--- config.mk ---
export PLATFORM = sky130hd
export DESIGN_NAME = ibex_wb_queue
export DESIGN_NICKNAME = d
export VERILOG_FILES = /design/src/rtl/ibex_pkg.sv /design/src/rtl/ibex_wb_fwd_search.sv /design/src/rtl/ibex_wb_queue.sv
export SDC_FILE = /design/constraint.sdc
export NUM_CORES = 1
export LEC_CHECK = 0
export CAP_MARGIN = 20
export CELL_PAD_IN_SITES_DETAIL_PLACEMENT = 1
export CELL_PAD_IN_SITES_GLOBAL_PLACEMENT = 2
export CORE_MARGIN = 1
export CORE_UTILIZATION = 29
export CTS_BUF_LIST = sky130_fd_sc_hd__clkbuf_2
export DETAILED_ROUTE_END_ITERATION = 8
export PLACE_DENSITY = 0.82
export SLEW_MARGIN = 10
export SYNTH_ARGS = -nofsm -noshare
export SYNTH_HDL_FRONTEND = slang
export SYNTH_HIERARCHICAL = 1
export SYNTH_SLANG_ARGS = --single-unit
--- constraint.sdc ---
create_clock -name clk_i -period 3.6 [get_ports clk_i]
set_clock_uncertainty 0.2 [all_clocks]
set_input_delay 0.54 -clock clk_i [delete_from_list [all_inputs] [get_ports clk_i]]
set_output_delay 0.54 -clock clk_i [all_outputs]
set_load 0.02 [all_outputs]
--- src/rtl/ibex_pkg.sv ---
// ibex_pkg
//   Shared types for the writeback retire queue.
//   wb_instr_type_e : class of instruction held in writeback (load/store/other).
//   wb_entry_t      : one retire-queue entry (control flags plus payload).
package ibex_pkg;

    typedef enum logic [1:0] {
        WB_INSTR_LOAD  = 2'b00,
        WB_INSTR_STORE = 2'b01,
        WB_INSTR_OTHER = 2'b10
    } wb_instr_type_e;

    typedef struct packed {
        logic           valid;
        wb_instr_type_e itype;
        logic [31:0]    pc;
        logic           compressed;
        logic           count;
        logic [4:0]     waddr;
        logic           we;
        logic [31:0]    data;
        logic           resp;
        logic           err;
    } wb_entry_t;

endpackage

--- src/rtl/ibex_wb_fwd_search.sv ---
// ibex_wb_fwd_search
//   Youngest-match forwarding search for one register-file read port.
//   entries_i    : all queue entries (valid entries are contiguous head..tail-1)
//   tail_i       : queue tail pointer (next free slot)
//   raddr_i      : read address from ID
//   fwd_valid_o  : matching entry holds usable data
//   fwd_data_o   : that data (0 when fwd_valid_o is low)
//   hazard_o     : matching entry's data is not yet available
module ibex_wb_fwd_search
    import ibex_pkg::*;
#(
    parameter int unsigned Depth = 2,
    parameter int unsigned PtrW  = (Depth > 1) ? $clog2(Depth) : 1
) (
    input  wb_entry_t [Depth-1:0] entries_i,
    input  logic [PtrW-1:0]       tail_i,
    input  logic [4:0]            raddr_i,
    output logic                  fwd_valid_o,
    output logic [31:0]           fwd_data_o,
    output logic                  hazard_o
);

    logic      found;
    wb_entry_t hit;
    logic [PtrW-1:0] idx;

    // Walk from the youngest slot (tail-1) towards the oldest; the first
    // valid writer of raddr_i is the one whose value ID must observe.
    always_comb begin
        found = 1'b0;
        hit   = '0;
        idx   = '0;
        for (int k = 1; k <= Depth; k++) begin
            idx = tail_i - PtrW'(k);
            if (!found && entries_i[idx].valid && entries_i[idx].we &&
                (entries_i[idx].waddr == raddr_i) && (raddr_i != 5'd0)) begin
                found = 1'b1;
                hit   = entries_i[idx];
            end
        end
    end

    always_comb begin
        fwd_valid_o = 1'b0;
        fwd_data_o  = 32'd0;
        hazard_o    = 1'b0;
        if (found) begin
            if ((hit.itype == WB_INSTR_OTHER) ||
                ((hit.itype == WB_INSTR_LOAD) && hit.resp && !hit.err)) begin
                fwd_valid_o = 1'b1;
                fwd_data_o  = hit.data;
            end else begin
                hazard_o = 1'b1;
            end
        end
    end

endmodule

--- src/rtl/ibex_wb_queue.sv ---
// ibex_wb_queue
//   Depth-entry in-order writeback retire queue with read-port forwarding and
//   arbitration of auxiliary register-file writers onto the single RF port.
//   Inputs : ID/EX offer (en_wb_i, type, pc, flags, rf_waddr/wdata/we),
//            LSU responses (in program order), auxiliary write requests,
//            two ID read addresses.
//   Outputs: ready_wb_o, ext_gnt_o, per-port forward/hazard, RF write port,
//            outstanding load/store flags, occupancy, head PC, retire and
//            perf-counter strobes.
module ibex_wb_queue
    import ibex_pkg::*;
#(
    parameter int unsigned Depth     = 2,
    parameter int unsigned NumExtSrc = 1
) (
    input  logic                    clk_i,
    input  logic                    rst_i,

    input  logic                    en_wb_i,
    input  wb_instr_type_e          instr_type_wb_i,
    input  logic [31:0]             pc_id_i,
    input  logic                    instr_is_compressed_id_i,
    input  logic                    instr_perf_count_id_i,
    input  logic [4:0]              rf_waddr_id_i,
    input  logic [31:0]             rf_wdata_id_i,
    input  logic                    rf_we_id_i,
    output logic                    ready_wb_o,

    input  logic                    lsu_resp_valid_i,
    input  logic                    lsu_resp_err_i,
    input  logic [31:0]             rf_wdata_lsu_i,

    input  logic [NumExtSrc-1:0]    ext_req_i,
    input  logic [NumExtSrc*5-1:0]  ext_waddr_i,
    input  logic [NumExtSrc*32-1:0] ext_wdata_i,
    output logic [NumExtSrc-1:0]    ext_gnt_o,

    input  logic [4:0]              rf_raddr_a_i,
    input  logic [4:0]              rf_raddr_b_i,
    output logic                    fwd_valid_a_o,
    output logic                    fwd_valid_b_o,
    output logic [31:0]             fwd_data_a_o,
    output logic [31:0]             fwd_data_b_o,
    output logic                    hazard_a_o,
    output logic                    hazard_b_o,

    output logic                    rf_we_wb_o,
    output logic [4:0]              rf_waddr_wb_o,
    output logic [31:0]             rf_wdata_wb_o,

    output logic                    outstanding_load_wb_o,
    output logic                    outstanding_store_wb_o,
    output logic [$clog2(Depth+1)-1:0] occupancy_o,
    output logic [31:0]             pc_wb_o,
    output logic                    instr_done_wb_o,
    output logic                    perf_instr_ret_wb_o,
    output logic                    perf_instr_ret_compressed_wb_o
);

    localparam int unsigned PtrW = (Depth > 1) ? $clog2(Depth) : 1;
    localparam int unsigned CntW = $clog2(Depth + 1);

    // Depth is a power of two, so natural pointer overflow wraps correctly
    // except for the single-entry case where the pointer is pinned to 0.
    function automatic logic [PtrW-1:0] ptr_inc(input logic [PtrW-1:0] p);
        if (Depth == 1) return '0;
        return p + PtrW'(1);
    endfunction

    wb_entry_t [Depth-1:0] entries_q, entries_d;
    logic [PtrW-1:0]       head_q, head_d, tail_q, tail_d;
    logic [CntW-1:0]       count_q, count_d;

    logic                  mem_found;
    logic [PtrW-1:0]       mem_idx;
    logic [PtrW-1:0]       scan_idx;

    wb_entry_t             head_e;
    logic                  resp_now_head;
    logic                  head_done, head_err, head_wr;
    logic [31:0]           head_data;
    logic                  push, pop;

    logic                  ext_any;
    logic [$clog2(NumExtSrc+1)-1:0] ext_sel;

    // Oldest valid memory op still waiting on the LSU. Scanning from the
    // youngest offset down lets the oldest one override.
    always_comb begin
        mem_found = 1'b0;
        mem_idx   = head_q;
        scan_idx  = head_q;
        for (int k = Depth - 1; k >= 0; k--) begin
            scan_idx = head_q + PtrW'(k);
            if (entries_q[scan_idx].valid &&
                (entries_q[scan_idx].itype != WB_INSTR_OTHER) &&
                !entries_q[scan_idx].resp) begin
                mem_found = 1'b1;
                mem_idx   = scan_idx;
            end
        end
    end

    assign head_e        = entries_q[head_q];
    assign resp_now_head = lsu_resp_valid_i & mem_found & (mem_idx == head_q);
    assign head_done     = head_e.valid &
                           ((head_e.itype == WB_INSTR_OTHER) | head_e.resp | resp_now_head);
    assign head_err      = resp_now_head ? lsu_resp_err_i : head_e.err;
    assign head_data     = (resp_now_head && (head_e.itype == WB_INSTR_LOAD)) ?
                           rf_wdata_lsu_i : head_e.data;
    assign head_wr       = head_done & head_e.we & ~head_err;

    // A full queue still accepts when its head leaves in the same cycle.
    assign ready_wb_o = (count_q < CntW'(Depth)) | head_done;
    assign push       = en_wb_i & ready_wb_o;
    assign pop        = head_done;

    always_comb begin
        entries_d = entries_q;
        head_d    = head_q;
        tail_d    = tail_q;
        count_d   = count_q;

        if (lsu_resp_valid_i && mem_found) begin
            entries_d[mem_idx].resp = 1'b1;
            entries_d[mem_idx].err  = lsu_resp_err_i;
            if (entries_q[mem_idx].itype == WB_INSTR_LOAD) begin
                entries_d[mem_idx].data = rf_wdata_lsu_i;
            end
        end

        if (pop) begin
            entries_d[head_q].valid = 1'b0;
            head_d                  = ptr_inc(head_q);
        end

        // Applied after pop: when full, tail == head and the new entry
        // reuses the slot that is retiring this cycle.
        if (push) begin
            entries_d[tail_q] = '{
                valid:      1'b1,
                itype:      instr_type_wb_i,
                pc:         pc_id_i,
                compressed: instr_is_compressed_id_i,
                count:      instr_perf_count_id_i,
                waddr:      rf_waddr_id_i,
                we:         rf_we_id_i | (instr_type_wb_i == WB_INSTR_LOAD),
                data:       rf_wdata_id_i,
                resp:       1'b0,
                err:        1'b0
            };
            tail_d = ptr_inc(tail_q);
        end

        if (push && !pop) begin
            count_d = count_q + CntW'(1);
        end else if (pop && !push) begin
            count_d = count_q - CntW'(1);
        end
    end

    // Only the control flags are reset; payload fields are don't-care while
    // their entry is invalid.
    always_ff @(posedge clk_i or posedge rst_i) begin
        if (rst_i) begin
            head_q  <= '0;
            tail_q  <= '0;
            count_q <= '0;
            for (int i = 0; i < Depth; i++) begin
                entries_q[i].valid <= 1'b0;
                entries_q[i].resp  <= 1'b0;
                entries_q[i].err   <= 1'b0;
            end
        end else begin
            head_q    <= head_d;
            tail_q    <= tail_d;
            count_q   <= count_d;
            entries_q <= entries_d;
        end
    end

    // Auxiliary writers only use the port when the head is not writing;
    // the lowest index wins.
    always_comb begin
        ext_gnt_o = '0;
        ext_any   = 1'b0;
        ext_sel   = '0;
        if (!head_wr) begin
            for (int i = NumExtSrc - 1; i >= 0; i--) begin
                if (ext_req_i[i]) begin
                    ext_gnt_o = '0;
                    ext_gnt_o[i] = 1'b1;
                    ext_any   = 1'b1;
                    ext_sel   = ($clog2(NumExtSrc+1))'(i);
                end
            end
        end
    end

    always_comb begin
        rf_we_wb_o    = head_wr | ext_any;
        rf_waddr_wb_o = 5'd0;
        rf_wdata_wb_o = 32'd0;
        if (head_wr) begin
            rf_waddr_wb_o = head_e.waddr;
            rf_wdata_wb_o = head_data;
        end else if (ext_any) begin
            rf_waddr_wb_o = ext_waddr_i[ext_sel*5 +: 5];
            rf_wdata_wb_o = ext_wdata_i[ext_sel*32 +: 32];
        end
    end

    always_comb begin
        outstanding_load_wb_o  = 1'b0;
        outstanding_store_wb_o = 1'b0;
        for (int i = 0; i < Depth; i++) begin
            if (entries_q[i].valid && (entries_q[i].itype == WB_INSTR_LOAD)) begin
                outstanding_load_wb_o = 1'b1;
            end
            if (entries_q[i].valid && (entries_q[i].itype == WB_INSTR_STORE)) begin
                outstanding_store_wb_o = 1'b1;
            end
        end
    end

    assign occupancy_o                    = count_q;
    assign pc_wb_o                        = head_e.valid ? head_e.pc : 32'd0;
    assign instr_done_wb_o                = head_done;
    assign perf_instr_ret_wb_o            = head_done & head_e.count & ~head_err;
    assign perf_instr_ret_compressed_wb_o = perf_instr_ret_wb_o & head_e.compressed;

    ibex_wb_fwd_search #(.Depth(Depth), .PtrW(PtrW)) u_fwd_a (
        .entries_i   (entries_q),
        .tail_i      (tail_q),
        .raddr_i     (rf_raddr_a_i),
        .fwd_valid_o (fwd_valid_a_o),
        .fwd_data_o  (fwd_data_a_o),
        .hazard_o    (hazard_a_o)
    );

    ibex_wb_fwd_search #(.Depth(Depth), .PtrW(PtrW)) u_fwd_b (
        .entries_i   (entries_q),
        .tail_i      (tail_q),
        .raddr_i     (rf_raddr_b_i),
        .fwd_valid_o (fwd_valid_b_o),
        .fwd_data_o  (fwd_data_b_o),
        .hazard_o    (hazard_b_o)
    );

    a_single_src: assert property (@(posedge clk_i) disable iff (rst_i)
        rf_we_wb_o |-> (head_wr ^ ext_any));
    a_gnt_onehot: assert property (@(posedge clk_i) disable iff (rst_i)
        $onehot0(ext_gnt_o));
    a_resp_expected: assert property (@(posedge clk_i) disable iff (rst_i)
        lsu_resp_valid_i |-> mem_found);

endmodule
==> results of run 1 <==
area by class of cell:
cell class,count,area [um2]
clock inverters,15,186
multi-input cells,868,7630
clock buffers,17,85.1
inverters,9,37.5
flip-flops and latches,158,4700
well taps,525,657
diodes,5,12.5
repair buffers,463,4940
fillers,4320,21900
where the power goes:
part,switching [W],leakage (nW),internal [W]
clock,0.000819,0.158,0.000305
combinational,0.00389,5.74,0.00325
sequential,0.000726,1.50,0.00264
Yosys cell counts, types with 3 or more instances:
cell type	number	area [um2]
and3_1	8	50.1
o21ai_0	36	180
xor2_1	15	131
buf_6	17	191
nand3b_1	3	22.5
buf_1	6	22.5
mux2i_1	200	2000
o21a_1	3	22.5
nand2_1	112	420
nor3_2	48	480
nand2b_1	4	25.0
nor2_1	83	312
a21oi_1	35	175
a22oi_2	8	100
clkbuf_1	36	135
dfrtp_1	10	250
buf_2	32	160
o21bai_1	5	37.5
a221oi_1	80	701
nor2b_1	8	50.1
a211oi_2	8	100
buf_4	17	128
edfxtp_1	148	4440
xnor2_1	9	78.8
inv_1	9	33.8
or2_2	3	18.8
and2_1	83	519
o21ai_1	34	170
nor3_1	12	60.1
a221oi_2	40	601
worst min-delay path by stage:
stage,to,slack [ns],cells after the start
finish,entries_q[104]$_DFFE_PN_,0.12,3
global route,entries_q[120]$_DFFE_PP_,0.003,2
CTS,entries_q[49]$_DFFE_PP_,0.003,2
detailed placement,occupancy_o[0]$_DFFE_PP0P_,0.31,1
global placement,occupancy_o[0]$_DFFE_PP0P_,0.31,1
floorplan,tail_q$_DFFE_PP0N_,0.33,1
through the flow:
step / hold WS (ns) / std cells / power (W) / instance area [um2]
floorplan: 0.330 / 1143 / 0.00698 / 11900
global placement: 0.311 / 1947 / 0.00914 / 16000
detailed placement: 0.315 / 1947 / 0.00931 / 16000
global route: 0.00288 / 2058 / 0.0123 / 18200
finish: 0.119 / 2060 / 0.0116 / 18300
CTS: 0.00266 / 2003 / 0.0107 / 16600
per-layer routing:
metal  vias up  part of all wire
met1      5644              0.42
met5         -                 0
met4         0             0.018
li1       5106                 -
met2       414              0.49
met3        49             0.071
repair_timing:
item	4_1_cts	5_1_grt
endpoints found under the hold margin	9	2
pin swaps	10	42
cloned	2	15
gates resized for setup	413	391
buffers inserted	19	41
hold buffers	3	1
endpoints found under the setup margin	143	143
sequential cells by signal, summed over array words and instances, names as in the netlist:
name	cells
tail_q	1
head_q	1
entries_q	154
occupancy_o	2
logic make-up after synthesis:
logic type,Yosys count,share of synthesized area
mux,200,0.168
fa+ha+maj,1,0.00105
buf+inv,117,0.0562
simple gates,378,0.176
flops,158,0.393
compound gates,265,0.188
xor+xnor,24,0.0176
critical path: cells and delay by family (launching register included):
family / cells / cell delay [ns]
mux: 1 / 0.19
flops: 1 / 0.62
buf+inv: 6 / 0.95
simple gates: 1 / 0.27
xor+xnor: 1 / 0.22
compound gates: 3 / 0.48
cell usage in the layout, fill, tap and decap left out, drive strengths merged, types with 15 or more instances in the layout:
cell type,n
buf,255
inv,17
o21ai,70
edfxtp,148
xor2,15
a221oi,120
nor2,83
mux2i,200
and2,85
nand2,112
dlymetal6s2s,32
nor3,60
clkdlybuf4s50,161
clkbuf,28
a21oi,35
==> results.json, run 1 <==
{
  "io_buffers": 305,
  "syn_inst": 1143,
  "grt_pass1_vias": 11300,
  "routedWlPerCell_um": 23.9,
  "yosys_warnings": 6,
  "synth_edf_count": 148,
  "rsz0062_at_grt": "yes",
  "grt_use_met1": 0.266,
  "syn_area_um2": 11900,
  "hp-class": "primary input to register",
  "crit_arrival_ns": 3.57,
  "synth_cell_types": 50,
  "worstSetupPathType": "register to output pin",
  "fmax_ghz": 0.232,
  "power_density_nw_per_um2": 637,
  "ios": 306,
  "cts_buffers": 17,
  "hold_violations": 0,
  "r2r_cells": 7,
  "synthToLayoutAreaGrowth_pct": 52.9,
  "cp-end-kind": "output pin",
  "gr-total-overflow": 0,
  "grt_pass1_wl_um": 67900,
  "avgSynthCellArea_um2": 10.4,
  "crit_top_cell": "buf_4",
  "start_util": 0.297,
  "clock-root-buffer": "clkbuf_2",
  "fp.dieW_um": 205,
  "start_kind": "register",
  "cp.required_ns": 2.86,
  "busiest_layer": "met2",
  "cts_max_path_buffers": 2,
  "final_layout_size_suffix_gt1_frac": 0.365,
  "async_flop_share": 0.0633,
  "slew_violations": 0,
  "synth_nets": 1303,
  "dr.pass1.iters": 5,
  "endpoint": "fwd_data_b_o[28]",
  "min_period_ns": 4.31,
  "drc_errors": 0,
  "tns_ns": -50.79,
  "cts_tree": "built",
  "critical_path.startpoint": "tail_q$_DFFE_PP0N_",
  "via_per_inst": 5.44,
  "gp_congestion": 0.843,
  "rows": 73,
  "critPathMaxStageDelay_ns": 0.62,
  "grt.total_usage": 0.212,
  "synth-main-ff-cell": "edfxtp_1",
  "post-route-period-util": 1.20,
  "ant_nets": 0,
  "ir_drop_mv": 0.509,
  "ys_seq_elements": 158,
  "outcome": "complete, but fails checks",
  "dp_slack_ns": -0.673,
  "clkTransAtPathRegs_ns": 0.34,
  "max_slew.worst_pin.slew_ns": 0.912,
  "vias": 11200,
  "worst_slack_ns": -0.708,
  "setup_viol": 107,
  "routed_wirelength_um": 49300,
  "drv_cap": 0,
  "synth-seq-area-share": 0.393,
  "cts_sinks": 158,
  "utilization": 0.454,
  "antenna_found_initial": 4,
  "cpMaxStageDelayCell": "dfrtp_4",
  "htree_levels": 4,
  "slew_headroom": 0.392,
  "r2r-start": "tail_q$_DFFE_PP0N_",
  "drt_iter0_drc": 481,
  "grtUsageMet3": 0.0530,
  "grtUsageMet2": 0.364,
  "die_h_um": 205,
  "failed_checks": "negative setup slack",
  "cp_cell_sequence": "buf_12 > mux2i_1 > xor2_1 > o221ai_2 > buf_4 > a211oi_4 > buf_6 > clkbuf_16 > buf_4 > a221oi_2 > nor3_1 > buf_4",
  "min-delay-start": "rf_wdata_id_i[25]",
  "power_leakage_nw": 7.40,
  "reg2reg_slack_ns": 0.63,
  "grt_max_degree": 110,
  "dpl.hpwl_um": 30800,
  "finalNetCount": 1677,
  "core-area_um2": 40200,
  "r2r_end": "entries_q[88]$_DFFE_PN_",
  "clk_latency_ns": 0.86,
  "die_area_um2": 42000,
  "worst-path-max-fanout": 6
}
No activity file was read; power rests on OpenSTA's default activity.
==> run 2, diff against run 1 <==
--- a/config.mk
+++ b/config.mk
@@ -12,7 +12,8 @@
 export CORE_UTILIZATION = 29
 export CTS_BUF_LIST = sky130_fd_sc_hd__clkbuf_2
 export DETAILED_ROUTE_END_ITERATION = 8
-export PLACE_DENSITY = 0.82
+export HOLD_SLACK_MARGIN = 0.02
+export PLACE_DENSITY_LB_ADDON = 0.1
 export SLEW_MARGIN = 10
 export SYNTH_ARGS = -nofsm -noshare
 export SYNTH_HDL_FRONTEND = slang
==> run 2 against run 1 <==
Compared with the run above:
- the run still ends with negative setup slack left
- register-to-register slack worse by 0.15 ns
- flip-flop and latch count stayed put
- power is 0.99% lower
- via count is 1.7% lower
- combinational power hardly changed
- highest routed layer is now met5
==> results.json, run 2 (synthesis gave the netlist of run 1 again) <==
{
  "synthToLayoutAreaGrowth_pct": 52.3,
  "antenna_found_initial": 6,
  "grt_pass1_vias": 11500,
  "cp.required_ns": 2.86,
  "gr-total-overflow": 0,
  "drv_cap": 0,
  "cp-end-kind": "output pin",
  "dr.max_layer_used": "met5",
  "core-area_um2": 40200,
  "numPlacedInstances": 1956,
  "fp.dieW_um": 205,
  "drc_errors": 0,
  "start_util": 0.297,
  "fin_cells": 2086,
  "setup_viol": 107,
  "hold_slack_ns": 0.159,
  "whs_path_depth": 3,
  "fmax_ghz": 0.234,
  "final_cell_mix": "mux2i_1 (190), buf_4 (167), clkdlybuf4s50_1 (160), edfxtp_1 (148), nand2_1 (98)",
  "io_buffers": 305,
  "worst-path-max-fanout": 7,
  "routedWlPerCell_um": 23.4,
  "ant_nets": 0,
  "grt_pass1_wl_um": 70800,
  "die_area_um2": 42000,
  "drt-met1-wl_um": 21500,
  "htree_levels": 4,
  "final_common_cell": "mux2i_1",
  "die_h_um": 205,
  "finalPower_w": 0.0115,
  "drt_iter0_drc": 443,
  "cts_max_path_buffers": 2,
  "cts_tree": "built",
  "clk_latency_ns": 0.82,
  "slew_violations": 0,
  "outcome": "complete, but fails checks",
  "crit_arrival_ns": 3.52,
  "via_per_inst": 5.29,
  "slew_headroom": 0.355,
  "largest_reg_flops": 154,
  "design_area_um2": 18200,
  "clkTransAtPathRegs_ns": 0.32,
  "ios": 306,
  "start_kind": "register",
  "finalNetCount": 1704,
  "clock-root-buffer": "clkbuf_2",
  "met3WireLength_um": 2330,
  "cts_buffers": 17,
  "grt_max_degree": 110,
  "dpl.hpwl_um": 30400,
  "rows": 73,
  "met2_length_um": 24400,
  "place_area_um2": 16100,
  "gp_congestion": 0.777,
  "tns_ns": -51.18,
  "worstSetupPathType": "register to output pin",
  "failed_checks": "negative setup slack",
  "post-route-period-util": 1.18,
  "r2r_cells": 8,
  "worst_slack_ns": -0.664,
  "routed_wirelength_um": 48700,
  "rsz0062_at_grt": "yes",
  "hold_violations": 0,
  "fill_cells": 4385,
  "max_slew.worst_pin.slew_ns": 0.967,
  "dr.pass1.iters": 5,
  "regMostFlops": "entries_q",
  "cts_sinks": 158,
  "vias": 11000,
  "hp-class": "primary input to register",
  "power_density_nw_per_um2": 633,
  "final_layout_size_suffix_gt1_frac": 0.359,
  "min_period_ns": 4.26,
  "ir_drop_mv": 0.330,
  "power_leakage_nw": 7.10,
  "grt.total_usage": 0.223
}
==> run 2: cell count changes in the layout (fill, tap and decap cells not counted), sizes merged, moves of 2 or more <==
cell | before | now
buf | 255 | 284
bufbuf | 0 | 3
clkdlybuf4s15 | 0 | 5
clkinv | 4 | 8
dlygate4sd2 | 0 | 23
dlygate4sd3 | 4 | 1
dlymetal6s2s | 32 | 1
inv | 17 | 15
==> run 2: final cells by class <==
| cell class | count | area, um2 | share of cell area |
|---|---|---|---|
| multi-input combinational | 869 | 7290 | 0.401 |
| timing repair buffer | 489 | 5230 | 0.288 |
| sequential | 158 | 4700 | 0.259 |
| tap | 525 | 657 | 0.0361 |
| clock inverter | 15 | 169 | 0.00929 |
| clock buffer | 17 | 85.1 | 0.00468 |
| inverter | 9 | 37.5 | 0.00206 |
| antenna | 4 | 10.0 | 0.000551 |
==> run 2: final timing paths <==
kind | slack, ns | from | endpoint
worst max-delay path | -0.66 | tail_q$_DFFE_PP0N_ | fwd_data_b_o[19]
worst min-delay path | 0.16 | rf_wdata_id_i[16] | entries_q[95]$_DFFE_PN_
worst max register to register | 0.48 | tail_q$_DFFE_PP0N_ | entries_q[10]$_DFFE_PN_
worst min register to register | 0.35 | occupancy_o[0]$_DFFE_PP0P_ | occupancy_o[0]$_DFFE_PP0P_
max in group asynchronous | 2.10 | rst_i | head_q$_DFFE_PP0P_
min in group asynchronous | 0.65 | rst_i | occupancy_o[1]$_DFFE_PP0P_
==> run 2: timing repair <==
action	CTS	global route
endpoints found under the setup margin	143	122
endpoints found under the hold margin	8	0
pin swaps	30	41
gates cloned	15	6
gates resized for setup	662	137
buffers inserted	51	35
hold buffers	1	0
==> run 2: critical path, stage by stage (launching register included) <==
cell and delay, ns:
dfrtp_4 0.64, buf_12 0.16, buf_6 0.10, mux2i_1 0.12
xnor2_1 0.25, nor4_4 0.06, buf_4 0.16, a211oi_4 0.27
buf_6 0.17, buf_12 0.11, buf_8 0.10, a22oi_2 0.06
a211oi_4 0.32, buf_6 0.16
==> run 2: power by group <==
group          total (W)  switching, W  internal [W]  leakage (nW)
clock            0.00106      0.000824      0.000237         0.151
sequential       0.00332      0.000679       0.00264          1.50
combinational    0.00714       0.00382       0.00332          5.45
==> run 2: metal layers <==
metal	track usage	up-vias
li1	-	5168
met1	0.283	5569
met2	0.386	255
met3	0.0422	32
met4	0.0558	2
met5	0	-
==> run 2: through the flow <==
step	utilization	setup slack, ns
after floorplan	-	0.277
after global placement	0.401	-0.661
after detailed placement	0.401	-0.702
after CTS	0.437	-0.879
after global routing	0.452	-0.900
final	0.452	-0.664
